## src/rtl/input_conditioner.sv

```systemverilog
// input_conditioner: per-channel synchroniser, debouncer and rising-edge
// pulse generator for raw button/switch levels feeding `counter`.
// Optional auto-repeat for masked channels: define INPUT_CONDITIONER_AUTOREPEAT_EN.
// Reset is asynchronous and active-low on port `reset`.
module input_conditioner #(
    parameter int                  CHANNELS        = 4,
    parameter int                  DEBOUNCE_CYCLES = 16,
    parameter int                  REPEAT_DELAY    = 64,
    parameter int                  REPEAT_RATE     = 16,
    parameter logic [CHANNELS-1:0] REPEAT_MASK     = CHANNELS'(1)
) (
    input  logic                clk,
    input  logic                reset,
    input  logic [CHANNELS-1:0] raw_in,
    output logic [CHANNELS-1:0] level_out,
    output logic [CHANNELS-1:0] pulse_out
);

    localparam int             DB_W    = $clog2(DEBOUNCE_CYCLES);
    localparam logic [DB_W-1:0] DB_LAST = DB_W'(DEBOUNCE_CYCLES - 1);

    // Reject parameter sets the debouncer/repeat timers cannot honour.
    if (DEBOUNCE_CYCLES < 2 || REPEAT_RATE < 2 || REPEAT_DELAY < REPEAT_RATE ||
        $bits(REPEAT_MASK) != CHANNELS) begin : g_bad_params
        $error("input_conditioner: illegal parameter combination");
    end

    logic [CHANNELS-1:0] sync1_q;
    logic [CHANNELS-1:0] sync2_q;
    logic [CHANNELS-1:0] level_q, level_d;
    logic [CHANNELS-1:0] pulse_q, pulse_d;
    logic [DB_W-1:0]     db_cnt_q [CHANNELS];
    logic [DB_W-1:0]     db_cnt_d [CHANNELS];
    logic [CHANNELS-1:0] rise;

    // Debounce: accept a new level only after DEBOUNCE_CYCLES consecutive mismatches.
    always_comb begin
        level_d = level_q;
        for (int c = 0; c < CHANNELS; c++) begin
            db_cnt_d[c] = '0;
            if (sync2_q[c] != level_q[c]) begin
                if (db_cnt_q[c] == DB_LAST) begin
                    level_d[c]  = sync2_q[c];
                    db_cnt_d[c] = '0;
                end else begin
                    db_cnt_d[c] = db_cnt_q[c] + 1'b1;
                end
            end
        end
        rise = level_d & ~level_q;
    end

`ifdef INPUT_CONDITIONER_AUTOREPEAT_EN
    localparam int              RP_W        = $clog2(REPEAT_DELAY);
    localparam logic [RP_W-1:0] RP_DELAY_LD = RP_W'(REPEAT_DELAY - 1);
    localparam logic [RP_W-1:0] RP_RATE_LD  = RP_W'(REPEAT_RATE - 1);

    logic [RP_W-1:0]     rpt_cnt_q [CHANNELS];
    logic [RP_W-1:0]     rpt_cnt_d [CHANNELS];
    logic [CHANNELS-1:0] rpt_fire;

    // Repeat timer: down-counter loaded on the press pulse, fires at terminal count
    // and reloads with the repeat rate; cleared whenever the level is (going) low.
    always_comb begin
        for (int c = 0; c < CHANNELS; c++) begin
            rpt_cnt_d[c] = rpt_cnt_q[c];
            rpt_fire[c]  = 1'b0;
            if (!REPEAT_MASK[c] || !level_d[c]) begin
                rpt_cnt_d[c] = '0;
            end else if (rise[c]) begin
                rpt_cnt_d[c] = RP_DELAY_LD;
            end else if (rpt_cnt_q[c] == '0) begin
                rpt_fire[c]  = 1'b1;
                rpt_cnt_d[c] = RP_RATE_LD;
            end else begin
                rpt_cnt_d[c] = rpt_cnt_q[c] - 1'b1;
            end
        end
        pulse_d = rise | rpt_fire;
    end

    // Repeat timer state.
    always_ff @(posedge clk or negedge reset) begin
        if (!reset) begin
            for (int c = 0; c < CHANNELS; c++) rpt_cnt_q[c] <= '0;
        end else begin
            for (int c = 0; c < CHANNELS; c++) rpt_cnt_q[c] <= rpt_cnt_d[c];
        end
    end
`else
    // Without auto-repeat only the accepted press produces a pulse.
    always_comb begin
        pulse_d = rise;
    end
`endif

    // Synchroniser, debounce counters and registered outputs.
    always_ff @(posedge clk or negedge reset) begin
        if (!reset) begin
            sync1_q <= '0;
            sync2_q <= '0;
            level_q <= '0;
            pulse_q <= '0;
            for (int c = 0; c < CHANNELS; c++) db_cnt_q[c] <= '0;
        end else begin
            sync1_q <= raw_in;
            sync2_q <= sync1_q;
            level_q <= level_d;
            pulse_q <= pulse_d;
            for (int c = 0; c < CHANNELS; c++) db_cnt_q[c] <= db_cnt_d[c];
        end
    end

    assign level_out = level_q;
    assign pulse_out = pulse_q;

endmodule
```

## config.mk

```make
export PLATFORM = sky130hd
export DESIGN_NAME = input_conditioner
export DESIGN_NICKNAME = d
export VERILOG_FILES = /design/src/rtl/input_conditioner.sv
export SDC_FILE = /design/constraint.sdc
export NUM_CORES = 1
export LEC_CHECK = 0
export CAP_MARGIN = 20
export CORE_MARGIN = 2
export CORE_UTILIZATION = 52
export DETAILED_ROUTE_END_ITERATION = 7
export GPL_TIMING_DRIVEN = 0
export PLACE_DENSITY = 0.75
export SLEW_MARGIN = 20
export SYNTH_ARGS = -nofsm -noshare
export SYNTH_HDL_FRONTEND = slang
export SYNTH_SLANG_ARGS = --single-unit
```

## constraint.sdc

```tcl
create_clock -name clk -period 2.05 [get_ports clk]
set_clock_uncertainty 0.1 [all_clocks]
set_input_delay 0.615 -clock clk [delete_from_list [all_inputs] [get_ports clk]]
set_output_delay 0.615 -clock clk [all_outputs]
set_load 0.03 [all_outputs]
```

==> insert_results.sql <==
INSERT INTO impl_metrics (metric_group, metric, value, unit) VALUES
('grt', 'grt_start_max_net_pins', '33', ''),
('yosys', 'number_of_distinct_library_cells_after_synthesis', '13', ''),
('setup_path', 'setup.reg_to_reg.worst_slack', '0.74', 'ns'),
('die', 'top_level_ports', '14', ''),
('detailed_routing', 'routed_wire_length', '1670', 'um'),
('detailed_routing', 'post_drt_via_cell_ratio', '5.26', ''),
('setup_path', 'worst-endpoint-arrival', '1.15', 'ns'),
('setup_path', 'setup.worst_path.start_class', 'flop', ''),
('die', 'start_util', '55.2', '%'),
('grt', 'grt_util_all_layers', '15.7', '%'),
('clock_network', 'tritoncts', 'done', ''),
('timing', 'slew-limit-headroom', '54.9', '%'),
('setup_path', 'critPathTopFamily', 'buffers and inverters', ''),
('cells_and_area', 'layout.cells.most_common', 'sky130_fd_sc_hd__dfrtp_1', ''),
('yosys', 'synthesis.area_per_instance', '14.0', 'um2'),
('cells_and_area', 'layout.cells.non_filler', '137', ''),
('timing', 'finalWorstPathRequiredPeriod', '1.87', 'ns'),
('pwr', 'cellLeakagePower', '0.684', 'nW'),
('setup_path', 'cp-end-kind', 'output port', ''),
('detailed_routing', 'drt-initial-drc-count', '7', ''),
('placement', 'numPlacedInstances', '129', ''),
('status', 'outcome', 'finished clean', ''),
('timing', 'timing.final.max_slew_violations', '0', ''),
('die', 'die_width', '52.7', 'um'),
('setup_path', 'max_stage_delay', '0.42', 'ns'),
('placement', 'routabilityCongestion', '0.712', ''),
('cells_and_area', 'area_delta_synth_final', '17.5', '%'),
('grt', 'grt_most_used_layer', 'met2', ''),
('setup_path', 'crit_fanout', '4', ''),
('pwr', 'power.internal', '0.854', 'mW'),
('timing', 'max_freq', '536', 'MHz'),
('grt', 'grt_use_met2', '22.3', '%'),
('pwr', 'power.clock.fraction', '33.0', '%'),
('yosys', 'ys.warnings.count', '0', ''),
('setup_path', 'critical_path.cell_chain', 'dlygate4sd2_1', ''),
('grt', 'use_met1', '18.2', '%'),
('flow_run', 'cap_viol_max_count', '0', ''),
('die', 'die-area', '2780', 'um2'),
('timing', 'final_critical_path_share_of_the_clock_period', '91.1', '%'),
('setup_path', 'criticalPathCategory', 'flop to output port', ''),
('yosys', 'syn-instance-count', '88', ''),
('detailed_routing', 'number_of_antenna_violating_nets_in_the_routed_design', '0', ''),
('cells_and_area', 'layout-drive-gt1-share', '15.6', '%'),
('grt', 'number_of_antenna_violations_at_the_first_check_in_global_routing', '0', ''),
('clock_network', 'numCtsBuffers', '5', ''),
('die', 'die-height', '52.7', 'um'),
('yosys', 'synth_seq_area_share', '65.0', '%'),
('clock_network', 'htreeDepth', '2', ''),
('yosys', 'netlist_area', '1230', 'um2'),
('grt', 'globalRouteMet3Util', '6.00', '%'),
('clock_network', 'clk_root_buffer_cell', 'sky130_fd_sc_hd__clkbuf_4', ''),
('pwr', 'total_switching_power', '0.263', 'mW'),
('pwr', 'p_seq_share', '61.1', '%'),
('clock_network', 'ctsLongestPathBuffers', '2', ''),
('cells_and_area', 'final_cell_mix', '32 x sky130_fd_sc_hd__dfrtp_1, 8 x sky130_fd_sc_hd__xnor2_1, 8 x sky130_fd_sc_hd__a21oi_1, 7 x sky130_fd_sc_hd__nor3b_1, 7 x sky130_fd_sc_hd__dlygate4sd2_1', ''),
('clock_network', 'worstSkewPairLatency', '0.32', 'ns'),
('setup_path', 'timing.critical_path.slowest_stage_cell', 'sky130_fd_sc_hd__dlygate4sd2_1', ''),
('pwr', 'sw_frac_of_total', '23.5', '%'),
('grt', 'number_of_global_route_vias_before_repair', '677', ''),
('detailed_routing', 'drc', '0', ''),
('cells_and_area', 'antennaDiodeCount', '0', ''),
('cells_and_area', 'final_nets', '118', ''),
('timing', 'report.final.setup_viol', '0', ''),
('die', 'rows', '17', ''),
('detailed_routing', 'num_vias', '720', ''),
('clock_network', 'clock_sink_count', '32', ''),
('detailed_routing', 'drt_first_pass_iters', '4', ''),
('placement', 'port_buffers', '13', ''),
('placement', 'hpwl', '1110', 'um'),
('pwr', 'cellPowerDensity', '772', 'nW/um2'),
('pwr', 'p_total', '1.12', 'mW');
-- routing by layer --
metal  share of wire, %  vias to the layer above
met5                  0                        -
met4                3.0                        0
met3                4.6                        5
met2                 47                       15
met1                 45                      354
li1                   -                      346
-- what timing repair did --
action | in CTS | in global routing
setup buffers | 0 | 0
hold buffers | 0 | 0
resized for setup | 7 | 1
setup endpoints to repair | 7 | 1
-- power groups by stage --
stage,logic [mW],registers (mW),clock network (mW)
6_report,0.0663,0.682,0.369
5_1_grt,0.0778,0.686,0.416
4_1_cts,0.0685,0.682,0.388
3_5_place_dp,0.0676,0.694,0
3_3_place_gp,0.0666,0.693,0
2_1_floorplan,0.0406,0.690,0
-- logic make-up after synthesis --
group	count (synthesis)	synth area share (%)
compound gates	13	5.58
xor+xnor	8	5.69
fa+ha+maj	4	4.06
buf+inv	4	1.22
flops	32	65.0
mux	4	4.87
simple gates	23	13.6
-- synth_stat cells, drive strengths merged --
cell type | number | share of area (%)
inv | 4 | 1.2
nand4b | 4 | 2.8
mux2 | 4 | 4.9
dfrtp | 32 | 65
o21ai | 4 | 1.6
nand3 | 4 | 3.2
nor2b | 4 | 2.0
a21oi | 8 | 3.2
nor3b | 7 | 4.3
a311oi | 1 | 0.71
xnor2 | 8 | 5.7
ha | 4 | 4.1
nor2 | 4 | 1.2
-- final timing paths --
path | start | endpoint | depth (start not counted)
hold / removal | reset | db_cnt_q[6] | 1
setup / recovery | level_out[1] | level_out[1] | 1
setup reg to reg | db_cnt_q[4] | level_out[2] | 3
min in group clk | sync1_q[2] | sync2_q[2] | 0
max in group asynchronous | reset | pulse_out[1] | 1
hold reg to reg | sync1_q[2] | sync2_q[2] | 0
-- layout make-up --
cell class | instances | area, um2
Timing Repair Buffer | 13 | 119
Multi-Input combinational cell | 52 | 417
Tap cell | 28 | 35.0
Clock buffer | 6 | 51.3
Clock inverter | 2 | 10.0
Fill cell | 173 | 786
Inverter | 4 | 15.0
Sequential cell | 32 | 801
-- state kept, by name, indices dropped and copies added (netlist names) --
name and cells:
db_cnt_q 16, level_out 4, pulse_out 4, sync1_q 4, sync2_q 4
-- per-stage QoR --
step                area [um2]  setup slack (ns)  TNS (ns)  hold WS [ns]  util (%)
global placement          1400            -0.259     -8.27         0.234      62.6
CTS                       1450          0.000119         0         0.216      64.7
global route              1450             0.102         0         0.250      64.8
finish                    1450             0.183         0         0.215      64.8
detailed placement        1390             0.239         0         0.239      62.4
floorplan                 1230             0.808         0         0.219         -
Note: power is estimated with default switching activity, not from simulation.
